<file path="config.mk">
export PLATFORM = sky130hd
export DESIGN_NAME = hpc2_and_scheduler
export DESIGN_NICKNAME = d
export VERILOG_FILES = /design/src/rtl/hpc2_and_scheduler.sv
export SDC_FILE = /design/constraint.sdc
export NUM_CORES = 1
export LEC_CHECK = 0
export BUFFER_PORTS_ARGS = -buffer_cell sky130_fd_sc_hd__buf_2
export CAP_MARGIN = 20
export CORE_MARGIN = 2
export CORE_UTILIZATION = 30
export DETAILED_ROUTE_END_ITERATION = 16
export PLACE_DENSITY = 0.57
export SYNTH_ARGS = -nofsm -noshare
export SYNTH_HDL_FRONTEND = slang
export SYNTH_SLANG_ARGS = --single-unit
export TNS_END_PERCENT = 10
</file>
<file path="constraint.sdc">
create_clock -name clock_0 -period 4 [get_ports clock_0]
set_input_delay 0 -clock clock_0 [delete_from_list [all_inputs] [get_ports clock_0]]
set_output_delay 0 -clock clock_0 [all_outputs]
set_load 0.1 [all_outputs]
</file>
<file path="src/rtl/hpc2_and_scheduler.sv">
// hpc2_and_scheduler: shares one first-order HPC2 masked AND gadget (1-cycle latency)
//   between two requesters with round-robin arbitration, LFSR fresh randomness and
//   an ID-tagged result FIFO.
// Latency: grant in cycle t, gadget result captured at end of t+1, earliest out_valid in t+2.
// Backpressure: grant only while fifo_count + inflight < FIFO_DEPTH; the gadget itself never stalls.
// Ports:
//   clock_0, reset_0 (async, active-low)
//   req{0,1}_valid/_ready/_ops  : ops = {b_s1,b_s0,a_s1,a_s0}; ready = granted this cycle
//   g_i0_s*, g_i1_s*, g_rand    : gadget operand shares (a=i0, b=i1) and fresh random bit
//   g_o0_s0, g_o0_s1            : gadget result shares (valid one cycle after issue)
//   out_valid/out_ready/out_s/out_id : FIFO head, out_s = {s1,s0}
//   seed_load, seed_value       : reseed the LFSR (zero maps to SEED)
module hpc2_and_scheduler #(
   parameter int                LFSR_W     = 16,
   parameter logic [LFSR_W-1:0] SEED       = 16'hACE1,
   parameter int                FIFO_DEPTH = 4
) (
   input  logic              clock_0,
   input  logic              reset_0,
   input  logic              req0_valid,
   output logic              req0_ready,
   input  logic [3:0]        req0_ops,
   input  logic              req1_valid,
   output logic              req1_ready,
   input  logic [3:0]        req1_ops,
   output logic              g_i0_s0,
   output logic              g_i0_s1,
   output logic              g_i1_s0,
   output logic              g_i1_s1,
   output logic              g_rand,
   input  logic              g_o0_s0,
   input  logic              g_o0_s1,
   output logic              out_valid,
   input  logic              out_ready,
   output logic [1:0]        out_s,
   output logic              out_id,
   input  logic              seed_load,
   input  logic [LFSR_W-1:0] seed_value
);

   localparam int                CNT_W    = $clog2(FIFO_DEPTH + 1);
   localparam int                PTR_W    = (FIFO_DEPTH > 1) ? $clog2(FIFO_DEPTH) : 1;
   localparam logic [CNT_W:0]    DEPTH_C  = (CNT_W + 1)'(FIFO_DEPTH);
   localparam logic [PTR_W-1:0]  LAST_PTR = PTR_W'(FIFO_DEPTH - 1);

   logic [CNT_W-1:0]  count_q, count_d;
   logic              inflight_q, inflight_d;
   logic              inflight_id_q, inflight_id_d;
   logic              last_grant_q, last_grant_d;
   logic [LFSR_W-1:0] lfsr_q, lfsr_d, lfsr_step;
   logic [PTR_W-1:0]  wr_ptr_q, wr_ptr_d;
   logic [PTR_W-1:0]  rd_ptr_q, rd_ptr_d;
   logic [1:0]        mem_s_q  [FIFO_DEPTH];
   logic              mem_id_q [FIFO_DEPTH];

   logic [CNT_W:0]    credit_used;
   logic              can_issue;
   logic              grant_vld;
   logic              grant_id;
   logic [3:0]        grant_ops;
   logic              wr_en;
   logic              pop;

   function automatic logic [PTR_W-1:0] ptr_inc(input logic [PTR_W-1:0] p);
      return (p == LAST_PTR) ? '0 : p + PTR_W'(1);
   endfunction

   // Arbitration and gadget drive. Credit uses registered state only, so a pop
   // in the current cycle frees a slot one cycle later. Grants are suppressed
   // while reset is held so no share leaves the block during reset.
   always_comb begin
      credit_used = {1'b0, count_q} + {{CNT_W{1'b0}}, inflight_q};
      can_issue   = credit_used < DEPTH_C;
      grant_vld   = reset_0 && can_issue && (req0_valid || req1_valid);
      // Both valid: alternate away from the last winner; otherwise the lone requester.
      grant_id    = (req0_valid && req1_valid) ? ~last_grant_q : req1_valid;
      // Idle cycles drive all-zero shares rather than holding stale secrets.
      grant_ops   = 4'b0000;
      if (grant_vld) begin
         grant_ops = grant_id ? req1_ops : req0_ops;
      end
   end

   assign req0_ready = grant_vld & ~grant_id;
   assign req1_ready = grant_vld &  grant_id;
   assign g_i0_s0    = grant_ops[0];
   assign g_i0_s1    = grant_ops[1];
   assign g_i1_s0    = grant_ops[2];
   assign g_i1_s1    = grant_ops[3];
   assign g_rand     = lfsr_q[0];

   // Registered FIFO head; out_s/out_id come straight from storage flops.
   assign out_valid = (count_q != '0);
   assign out_s     = mem_s_q[rd_ptr_q];
   assign out_id    = mem_id_q[rd_ptr_q];

   always_comb begin
      inflight_d    = grant_vld;
      inflight_id_d = grant_vld ? grant_id : inflight_id_q;
      last_grant_d  = grant_vld ? grant_id : last_grant_q;

      // x^16+x^14+x^13+x^11+1, Fibonacci form shifting toward bit 0.
      lfsr_step = {lfsr_q[0] ^ lfsr_q[2] ^ lfsr_q[3] ^ lfsr_q[5], lfsr_q[LFSR_W-1:1]};
      lfsr_d    = lfsr_q;
      if (seed_load) begin
         // Reseeding wins over stepping; the all-zero lock-up state is never loaded.
         lfsr_d = (seed_value == '0) ? SEED : seed_value;
      end else if (grant_vld) begin
         lfsr_d = lfsr_step;
      end

      // The gadget result is valid exactly one cycle after issue.
      wr_en    = inflight_q;
      pop      = out_valid && out_ready;
      wr_ptr_d = wr_en ? ptr_inc(wr_ptr_q) : wr_ptr_q;
      rd_ptr_d = pop   ? ptr_inc(rd_ptr_q) : rd_ptr_q;
      count_d  = count_q;
      case ({wr_en, pop})
         2'b10:   count_d = count_q + CNT_W'(1);
         2'b01:   count_d = count_q - CNT_W'(1);
         default: count_d = count_q;
      endcase
   end

   always_ff @(posedge clock_0 or negedge reset_0) begin
      if (!reset_0) begin
         count_q       <= '0;
         inflight_q    <= 1'b0;
         inflight_id_q <= 1'b0;
         last_grant_q  <= 1'b1;
         lfsr_q        <= SEED;
         wr_ptr_q      <= '0;
         rd_ptr_q      <= '0;
      end else begin
         count_q       <= count_d;
         inflight_q    <= inflight_d;
         inflight_id_q <= inflight_id_d;
         last_grant_q  <= last_grant_d;
         lfsr_q        <= lfsr_d;
         wr_ptr_q      <= wr_ptr_d;
         rd_ptr_q      <= rd_ptr_d;
      end
   end

   always_ff @(posedge clock_0 or negedge reset_0) begin
      if (!reset_0) begin
         for (int i = 0; i < FIFO_DEPTH; i++) begin
            mem_s_q[i]  <= 2'b00;
            mem_id_q[i] <= 1'b0;
         end
      end else if (wr_en) begin
         mem_s_q[wr_ptr_q]  <= {g_o0_s1, g_o0_s0};
         mem_id_q[wr_ptr_q] <= inflight_id_q;
      end
   end

   // Credit accounting guarantees a free slot for every in-flight result.
   a_no_overflow: assert property (@(posedge clock_0) disable iff (!reset_0)
      wr_en |-> ({1'b0, count_q} < DEPTH_C));

endmodule

</file>
# Yosys cells after proc, flatten, opt, wreduce, memory -nomap -nowiden
# Cells that the tools add are included.
totals:
  register_bits: 38
  input_bits: 32
  out_inout_bits: 11
  wordCells: 68
op_classes:
  add_sub_neg: 5
  n_lt_le_gt_ge: 4
  n_eq_ne: 4
  mux: 21
  bitwise_logic: 9
  reduce_logical: 10
ops:
  columns: ["operator", "n"]
  rows:
  - ["16-bit 2-to-1 mux", 3]
  - ["16-bit zero test", 1]
  - ["2-bit 2-to-1 mux", 5]
  - ["8-bit bitwise mux", 1]
  - ["4-bit 2-to-1 mux", 2]
  - ["2-bit equality test (second input constant)", 3]
  - ["3-bit >= comparator (second input constant)", 2]
  - ["2-bit inverter with 3-bit output", 2]
  - ["3-bit case mux with 2 select lines", 1]
  - ["1-bit logical AND", 5]
  - ["2-bit by 1-bit adder with 2-bit output (second input constant)", 2]
  - ["3-bit by 1-bit adder with 4-bit output", 1]
  - ["2-bit binary-select mux with 2-bit select", 1]
  - ["4-bit bitwise mux", 1]
  - ["2-bit demux with 2-bit select", 1]
  - ["4-bit by 3-bit less-than comparator with 1-bit output (second input constant)", 1]
  - ["1-bit 2-to-1 mux", 4]
  - ["2-bit nonzero test", 2]
  - ["3-bit by 1-bit adder with 3-bit output (second input constant)", 1]
  - ["3-bit by 1-bit less-than comparator with 1-bit output (second input constant)", 1]
  - ["3-bit nonzero test", 1]
  - ["3-bit by 1-bit subtractor with 3-bit output (second input constant)", 1]
  - ["1-bit bitwise XOR", 3]
  - ["1-bit bitwise AND", 2]
  - ["5 further kinds", 6]

# Logic depth before layout (Yosys ltp)
# Gate-level depths: netlist of the first run.
logic_depth:
  ltp_word: 6
  depth_mapped: 9

# Least setup slack after synthesis of the first run
# Ideal clock, no wire load.
synth_timing:
  kind: "flip-flop to output port"
  startpoint: "reg inflight_q"
  endpoint: "out g_i0_s0"
  arrival_ps: 2174
  t_required_ps: 4000
  slack_ps: 1826
  stages_incl_launch_ff: 6
  n_path_buf: 2
  path_cell_list: "dfrtp_1 buf_6 nand3_4 o2111ai_4 buf_6 nor2_1"
synth_between:
  elab_chain_len: 5
synth_lines:
  columns: ["item", "line", "source"]
  rows:
  - ["start, declared", "47", "logic inflight_q, inflight_d;"]
  - ["start signal, assigned", "136", "inflight_q <= inflight_d;"]
  - ["3-bit by 1-bit adder with 4-bit output", "72", "credit_used = {1'b0, count_q} + {{CNT_W{1'b0}}, inflight_q};"]
  - ["4-bit by 3-bit less-than comparator with 1-bit output", "73", "can_issue = credit_used < DEPTH_C;"]
  - ["1-bit logical AND (2 in a row)", "74", "grant_vld = reset_0 && can_issue && (req0_valid || req1_valid);"]
  - ["4-bit 2-to-1 mux", "79", "if (grant_vld) begin"]
  - ["end, declared", "26", "output logic g_i0_s0,"]
# Every way passes these cells.

# Final worst setup path of the first run
layout_timing:
  startpoint: "in reset_0"
  endpoint: "out req1_ready"
layout_between:
  elab_chain_len: 3
layout_lines:
  columns: ["item", "line", "source"]
  rows:
  - ["start, declared", "19", "input logic reset_0,"]
  - ["1-bit logical AND (2 in a row)", "74", null]
  - ["net grant_vld", "58", "logic grant_vld;"]
  - ["1-bit bitwise AND", "85", "assign req1_ready = grant_vld & grant_id;"]
  - ["end, declared", "24", "output logic req1_ready,"]
# The timed path passes the listed nets, and every way through them passes these cells.

==> impl_summary.log, run 1 <==
INFO  metric placed_cell_area = 0.002232 sq mm
INFO  metric cts-root-to-sink-buffers = 2
INFO  metric antenna_found_initial = 0
INFO  metric commonest_non_fill_non_tap_cells_in_the_layout = 42 x sky130_fd_sc_hd__buf_2, 29 x sky130_fd_sc_hd__dfrtp_1, 20 x sky130_fd_sc_hd__mux2i_1
INFO  metric synth_largest_type_area_fraction = 36.87%
INFO  metric ys_top_cells_by_area = sky130_fd_sc_hd__dfrtp_1 37%, sky130_fd_sc_hd__dfstp_2 12%, sky130_fd_sc_hd__mux2i_1 10%, sky130_fd_sc_hd__mux2_2 7.4%, sky130_fd_sc_hd__ha_1 3.8%
INFO  metric synthesized_netlist_net_count = 198
INFO  metric vias = 1401
INFO  metric kind_of_launch_point_of_the_worst_setup_path = input port
INFO  metric worstPathMaxFanout = 39
INFO  metric postSynthAreaPerCell = 12.38 sq um
INFO  metric worst_ep_required_time = 4.00 ns
INFO  metric post-cts-setup-buffer-count = 0
INFO  metric worst_setup_hold_path_clk_slew = 0.07 ns
INFO  metric detailed_placement_wirelength_estimate = 2831 um
INFO  metric highest_clock_frequency_the_design_can_meet = 418.5 MHz
INFO  metric aggregate_global_routing_overflow = 0
INFO  metric hp-class = in2reg
INFO  metric clock_insertion_delay_worst_skew = 0.28 ns
INFO  metric area.growth.synth_to_final = 27.40%
INFO  metric ys_warn_count = 0
INFO  metric layout.filler_cells = 643
INFO  metric die_footprint = 0.007224 sq mm
INFO  metric worst_hold_margin = 0.06693 ns
INFO  metric grt_setup_unrepaired = false
INFO  metric totalNegativeSetupSlack = 0 ns
INFO  metric via_per_inst = 4.670
INFO  metric grt_util_all_layers = 11.33%
INFO  metric critPathCaptureType = output port
INFO  metric post-route-cell-area = 0.002507 sq mm
INFO  metric cts_tree = built
INFO  metric cts_inserted_buffers = 5
INFO  metric synth.yosys.seq_area_share = 48.89%
INFO  metric grt_max_degree = 40
INFO  metric n_antenna_cell = 0
INFO  metric detailedRoute.firstPassIterationCount = 4
INFO  metric synth_cell_type_count = 34
INFO  metric avgRoutedWirePerCell = 12.90 um
INFO  metric period_share = 59.73%
INFO  metric wirelength = 3870 um
INFO  metric grt_first_pass_wirelength = 6423 um
INFO  metric synth.cell_area = 0.001968 sq mm
INFO  metric critical_path_class = in2out
INFO  metric setup_viol = 0
INFO  metric synth.ff_latch_count = 38
INFO  metric post_cts_resize_count = 0
INFO  metric detail-route-antenna-nets = 0
INFO  metric finalClockSkew = 0.005508 ns
INFO  metric drc_errors = 0
INFO  metric synth.largest_area_cell = sky130_fd_sc_hd__dfrtp_1
INFO  metric p_per_area = 697.0 mW/mm^2
INFO  metric dieWidth = 85.00 um
INFO  metric static-leakage-power = 1.199 nW
INFO  metric synth_cells = 159
INFO  metric io_buffer_count = 42
INFO  metric layout.cells.most_common = sky130_fd_sc_hd__buf_2
INFO  metric status = completed
INFO  metric crit_arrival = 2.39 ns
INFO  metric drtIter0Drc = 22
INFO  metric final_count_of_hold_timing_violations = 0
INFO  metric floorplan.core_area = 0.006350 sq mm
INFO  metric height_of_the_chip = 85.00 um
INFO  metric worst_ir_drop_vdd = 0.0006191 V
INFO  metric finalCriticalPeriod = 2.389 ns
INFO  metric finalNetCount = 261
INFO  metric first_global_vias = 1433
INFO  metric gp_routability_congestion = 0.7213
INFO  metric rows = 29
INFO  metric htree_levels = 2
INFO  metric io_pins = 43
INFO  metric clock_sinks = 38
INFO  metric worstMarginPinSlew = 0.7785 ns
INFO  metric maxCapViolations = 0
INFO  metric timing.reg2reg.setup_slack = 2.08 ns
INFO  metric cts_hold_buf = 18
INFO  metric drive_above_1_share = 37.67%
INFO  metric clock_tree.root_cell = sky130_fd_sc_hd__clkbuf_8
INFO  metric slew-limit-headroom = 48.08%
INFO  metric initial_utilization = 31.00%
INFO  metric final-max-slew-violation-count = 0
-- Yosys cell counts --
| cell type | number |
|---|---|
| sky130_fd_sc_hd__buf_12 | 1 |
| sky130_fd_sc_hd__nand3_4 | 1 |
| sky130_fd_sc_hd__a2bb2oi_1 | 7 |
| sky130_fd_sc_hd__or3_4 | 1 |
| sky130_fd_sc_hd__mux2i_1 | 20 |
| sky130_fd_sc_hd__o2111ai_4 | 1 |
| sky130_fd_sc_hd__a21o_2 | 2 |
| sky130_fd_sc_hd__clkinv_1 | 1 |
| sky130_fd_sc_hd__buf_6 | 2 |
| sky130_fd_sc_hd__ha_1 | 6 |
| sky130_fd_sc_hd__o22ai_1 | 1 |
| sky130_fd_sc_hd__o21ai_0 | 4 |
| sky130_fd_sc_hd__and2_4 | 1 |
| sky130_fd_sc_hd__mux2_2 | 13 |
| sky130_fd_sc_hd__nor2_1 | 7 |
| sky130_fd_sc_hd__xor2_1 | 2 |
| sky130_fd_sc_hd__nor4_1 | 4 |
| sky130_fd_sc_hd__inv_4 | 1 |
| sky130_fd_sc_hd__fa_1 | 1 |
| sky130_fd_sc_hd__dfstp_2 | 9 |
| sky130_fd_sc_hd__or3_1 | 1 |
| sky130_fd_sc_hd__nand2_1 | 15 |
| sky130_fd_sc_hd__nor3_1 | 1 |
| sky130_fd_sc_hd__o21ai_1 | 7 |
| sky130_fd_sc_hd__clkbuf_1 | 1 |
| sky130_fd_sc_hd__xnor2_1 | 4 |
| sky130_fd_sc_hd__nor2b_1 | 1 |
| sky130_fd_sc_hd__dfrtp_1 | 29 |
| sky130_fd_sc_hd__buf_1 | 1 |
| sky130_fd_sc_hd__a21o_1 | 1 |
| sky130_fd_sc_hd__inv_1 | 8 |
| sky130_fd_sc_hd__nand4_1 | 1 |
| sky130_fd_sc_hd__mux4_2 | 3 |
| sky130_fd_sc_hd__a21boi_2 | 1 |
-- routing by layer --
metal,vias to the layer above,track usage [%],part of all wire [%]
li1,691,-,-
met1,673,14.08,46
met2,31,19.03,49
met3,6,3.599,3.9
met4,0,3.030,1.0
met5,-,0,0
-- per-stage QoR --
step,setup WS [ns],power (mW),utilization [%],std cells
5_1_grt,1.385,1.852,39.49,300
6_report,1.611,1.748,39.49,300
2_1_floorplan,1.826,1.353,-,159
3_5_place_dp,2.084,1.487,35.15,274
3_3_place_gp,2.101,1.468,35.15,274
4_1_cts,1.553,1.771,39.49,300
-- power breakdown --
| part | leakage, nW | internal [mW] | switching (mW) |
|---|---|---|---|
| Clock | 0.0472 | 0.138 | 0.130 |
| Sequential | 0.446 | 0.535 | 0.114 |
| Combinational | 0.706 | 0.297 | 0.534 |
-- sequential cells by signal (all words and copies together), names as in the netlist --
name           flops
inflight_id_q      1
count_q            3
rd_ptr_q           2
inflight_q         1
lfsr_q            16
last_grant_q       1
wr_ptr_q           2
mem_id_q           4
mem_s_q            8
-- worst paths after layout --
check / depth (start not counted) / end / start
max: 7 / req1_ready / reset_0
min: 3 / lfsr_q[15] / seed_value[15]
max reg2reg: 9 / count_q[2] / count_q[1]
min reg2reg: 1 / mem_id_q[0] / mem_id_q[0]
max in group asynchronous: 3 / lfsr_q[5] / reset_0
min in group asynchronous: 3 / mem_s_q[7] / reset_0
-- critical path, stage by stage --
cell and delay, ns:
sky130_fd_sc_hd__dlygate4sd3_1 0.52, sky130_fd_sc_hd__buf_2 0.09, sky130_fd_sc_hd__buf_4 0.42, sky130_fd_sc_hd__o2111ai_4 0.51, sky130_fd_sc_hd__inv_4 0.24, sky130_fd_sc_hd__and2_4 0.17
sky130_fd_sc_hd__buf_2 0.42
-- cell type report --
cell class	instances	area [sq um]	area share (%)
clock buffer	6	82.58	3.293
timing repair buffer	61	397.9	15.87
tap	77	96.34	3.842
inverter	10	40.04	1.597
multi-input combinational	106	915.9	36.53
clock inverter	2	12.51	0.4990
sequential	38	962.2	38.37
-- cells by family (layout without fill, tap and decap cells) --
group / count (synthesis) / after routing / share of synthesized area (%)
buffers and inverters: 15 / 79 / 4.577
muxes: 36 / 36 / 21.04
AOI/OAI and AO/OA: 24 / 24 / 9.409
and+or+nand+nor: 33 / 33 / 8.583
adders and majority gates: 7 / 7 / 4.831
DFF: 38 / 38 / 48.89
xor gates and xnor gates: 6 / 6 / 2.670
Note: power is estimated with default switching activity, not from simulation.
==> run 2, diff against run 1 <==
==> constraint.sdc (replaced) <==
create_clock -name clock_0 -period 2.3 [get_ports clock_0]
set_input_delay 0 -clock clock_0 [delete_from_list [all_inputs] [get_ports clock_0]]
set_output_delay 0 -clock clock_0 [all_outputs]
set_load 0.1 [all_outputs]
==> impl_summary.log, run 2 (same netlist as run 1, synthesis figures left out) <==
INFO  metric logic_gate_share_of_total_power = 48.2%
INFO  metric critical_path_buf_inv_count = 1
INFO  metric slew-limit-headroom = 47.04%
INFO  metric timing.reg2reg.setup_slack = 0.37 ns
INFO  metric critPathCaptureType = output port
INFO  metric cts-root-to-sink-buffers = 2
INFO  metric via_per_inst = 4.723
INFO  metric worst_hold_path.num_cells = 3
INFO  metric grt_util_all_layers = 12.02%
INFO  metric die_footprint = 0.007224 sq mm
INFO  metric cp_cell_sequence = nand3_4, o2111ai_4, nor2_1, buf_2
INFO  metric grt_first_pass_wirelength = 6879 um
INFO  metric share_of_power_burned_in_the_clock_network = 14.5%
INFO  metric post-place-ws = 0.3587 ns
INFO  metric status = completed
INFO  metric final-max-slew-violation-count = 0
INFO  metric finalCriticalPeriod = 2.013 ns
INFO  metric layout.cells.most_common = sky130_fd_sc_hd__buf_2
INFO  metric netSwitchingFraction = 44.69%
INFO  metric critical_path_class = reg2out
INFO  metric rows = 29
INFO  metric vias = 1417
INFO  metric worst_ep_required_time = 2.30 ns
INFO  metric worst_hold_margin = 0.04530 ns
INFO  metric first_global_vias = 1474
INFO  metric clock_tree.root_cell = sky130_fd_sc_hd__clkbuf_8
INFO  metric finalClockSkew = 0.009050 ns
INFO  metric crit_path_max_incr_delay = 0.50 ns
INFO  metric layout.filler_cells = 611
INFO  metric grt_max_degree = 39
INFO  metric cellInternalPower = 1.666 mW
INFO  metric final_count_of_hold_timing_violations = 0
INFO  metric flip_flop_count_of_the_largest_register_all_copies_and_words_added = 16
INFO  metric worst_ir_drop_vdd = 0.0009242 V
INFO  metric hp-start = seed_value[15]
INFO  metric wirelength = 3962 um
INFO  metric hp-class = in2reg
INFO  metric worst_setup_hold_path_clk_slew = 0.08 ns
INFO  metric p_per_area = 1200 mW/mm^2
INFO  metric cts_tree = built
INFO  metric worstPathMaxFanout = 21
INFO  metric timing.hold.worst_endpoint = lfsr_q[15]
INFO  metric drive_above_1_share = 37.22%
INFO  metric io_pins = 43
INFO  metric clock_sinks = 38
INFO  metric sequential_cell_area = 962.2 sq um
INFO  metric timing.final.ws_setup = 0.2866 ns
INFO  metric gp_routability_congestion = 0.6977
INFO  metric drtIter0Drc = 29
INFO  metric place.detailed.instances = 274
INFO  metric post-cts-setup-buffer-count = 0
INFO  metric maxCapViolations = 0
INFO  metric grt_setup_unrepaired = false
INFO  metric commonest_non_fill_non_tap_cells_in_the_layout = 41 x sky130_fd_sc_hd__buf_2, 29 x sky130_fd_sc_hd__dfrtp_1, 20 x sky130_fd_sc_hd__mux2i_1
INFO  metric io_buffer_count = 42
INFO  metric total_area_of_multi_input_combinational_cells = 915.9 sq um
INFO  metric htree_levels = 2
INFO  metric detail-route-antenna-nets = 0
INFO  metric total_switching_power = 1.346 mW
INFO  metric crit_path_max_delay_cell_type = sky130_fd_sc_hd__dfrtp_1
INFO  metric setup_viol = 0
INFO  metric drc_errors = 0
INFO  metric antenna_found_initial = 0
INFO  metric highest_clock_frequency_the_design_can_meet = 496.7 MHz
INFO  metric dieWidth = 85.00 um
INFO  metric cts_inserted_buffers = 5
INFO  metric max_flop_register = lfsr_q
INFO  metric period_share = 87.54%
INFO  metric avgRoutedWirePerCell = 13.21 um
INFO  metric pwr-share-seq = 37.3%
INFO  metric n_antenna_cell = 0
INFO  metric cpLargestDelayFamily = flip-flops
INFO  metric worstMarginPinSlew = 0.7940 ns
INFO  metric finalNetCount = 261
INFO  metric height_of_the_chip = 85.00 um
INFO  metric biggestRegsByFlops = lfsr_q (16), mem_s_q (8), mem_id_q (4)
INFO  metric clock_insertion_delay_worst_skew = 0.29 ns
INFO  metric worst-r2r-cell-count = 9
INFO  metric initial_utilization = 31.00%
INFO  metric totalNegativeSetupSlack = 0 ns
INFO  metric timing.rr.start = count_q[0]
INFO  metric aggregate_global_routing_overflow = 0
INFO  metric detailedRoute.firstPassIterationCount = 4
INFO  metric area.growth.synth_to_final = 27.53%
INFO  metric static-leakage-power = 1.200 nW
INFO  metric crit_arrival = 2.01 ns
INFO  metric kind_of_launch_point_of_the_worst_setup_path = flop
INFO  metric worst_r2r_endpoint = count_q[2]
INFO  metric floorplan.core_area = 0.006350 sq mm
INFO  metric detailed_placement_wirelength_estimate = 2723 um
INFO  metric post_layout_nonfiller_instances = 300
[run 2: changes by cell type in the layout (fill, tap and decap cells not counted), sizes merged]
cell,before,now
clkinv,2,3
clkinvlp,1,0
[run 2: stage by stage]
step	total power, mW	util (%)	cell area, sq um
final	3.012	39.53	2510
after global routing	3.220	39.53	2510
after CTS	3.050	39.53	2510
after detailed placement	2.583	35.39	2247
after global placement	2.553	35.39	2247
after floorplan	2.352	-	1968
[run 2: layout make-up]
cell class,instances,share of cell area [%]
sequential,38,38.33
clock inverter,2,0.3988
timing repair buffer,61,16.45
tap,77,3.838
clock buffer,6,2.891
inverter,10,1.595
multi-input combinational,106,36.49
[run 2: how the worst max path moves through the flow]
stage / startpoint / end / slack, ns / depth (start not counted)
floorplan: inflight_q / g_i0_s0 / 0.13 / 5
global placement: count_q[0] / count_q[2] / 0.42 / 9
detailed placement: count_q[0] / count_q[2] / 0.36 / 9
CTS: inflight_q / g_i1_s0 / 0.26 / 4
global route: inflight_q / g_i1_s0 / 0.13 / 4
finish: inflight_q / req0_ready / 0.29 / 4
[run 2: metal layers]
| metal | global-route usage, % | vias to the layer above | share of wire (%) |
|---|---|---|---|
| li1 | - | 689 | - |
| met1 | 15.46 | 689 | 47 |
| met2 | 19.82 | 34 | 48 |
| met3 | 3.016 | 5 | 3.7 |
| met4 | 3.896 | 0 | 1.0 |
| met5 | 0 | - | 0 |
[run 2: worst min-delay path, delay by kind of cell]
kind / cells / cell delay, ns
AND/OR/NAND/NOR: 1 / 0.12
AO/OA/AOI/OAI: 1 / 0.09
buffers and inverters: 1 / 0.11
[run 2: power by group through the flow]
stage | clock, mW | sequential, mW | combinational [mW]
floorplan | 0 | 1.09 | 1.26
global placement | 0 | 1.13 | 1.42
detailed placement | 0 | 1.14 | 1.44
CTS | 0.453 | 1.13 | 1.47
global route | 0.497 | 1.16 | 1.56
finish | 0.437 | 1.12 | 1.45
[run 2: what timing repair did]
action	in CTS	in global routing
hold buffers	18	0
gates resized for setup	0	0
hold endpoints to repair	52	0
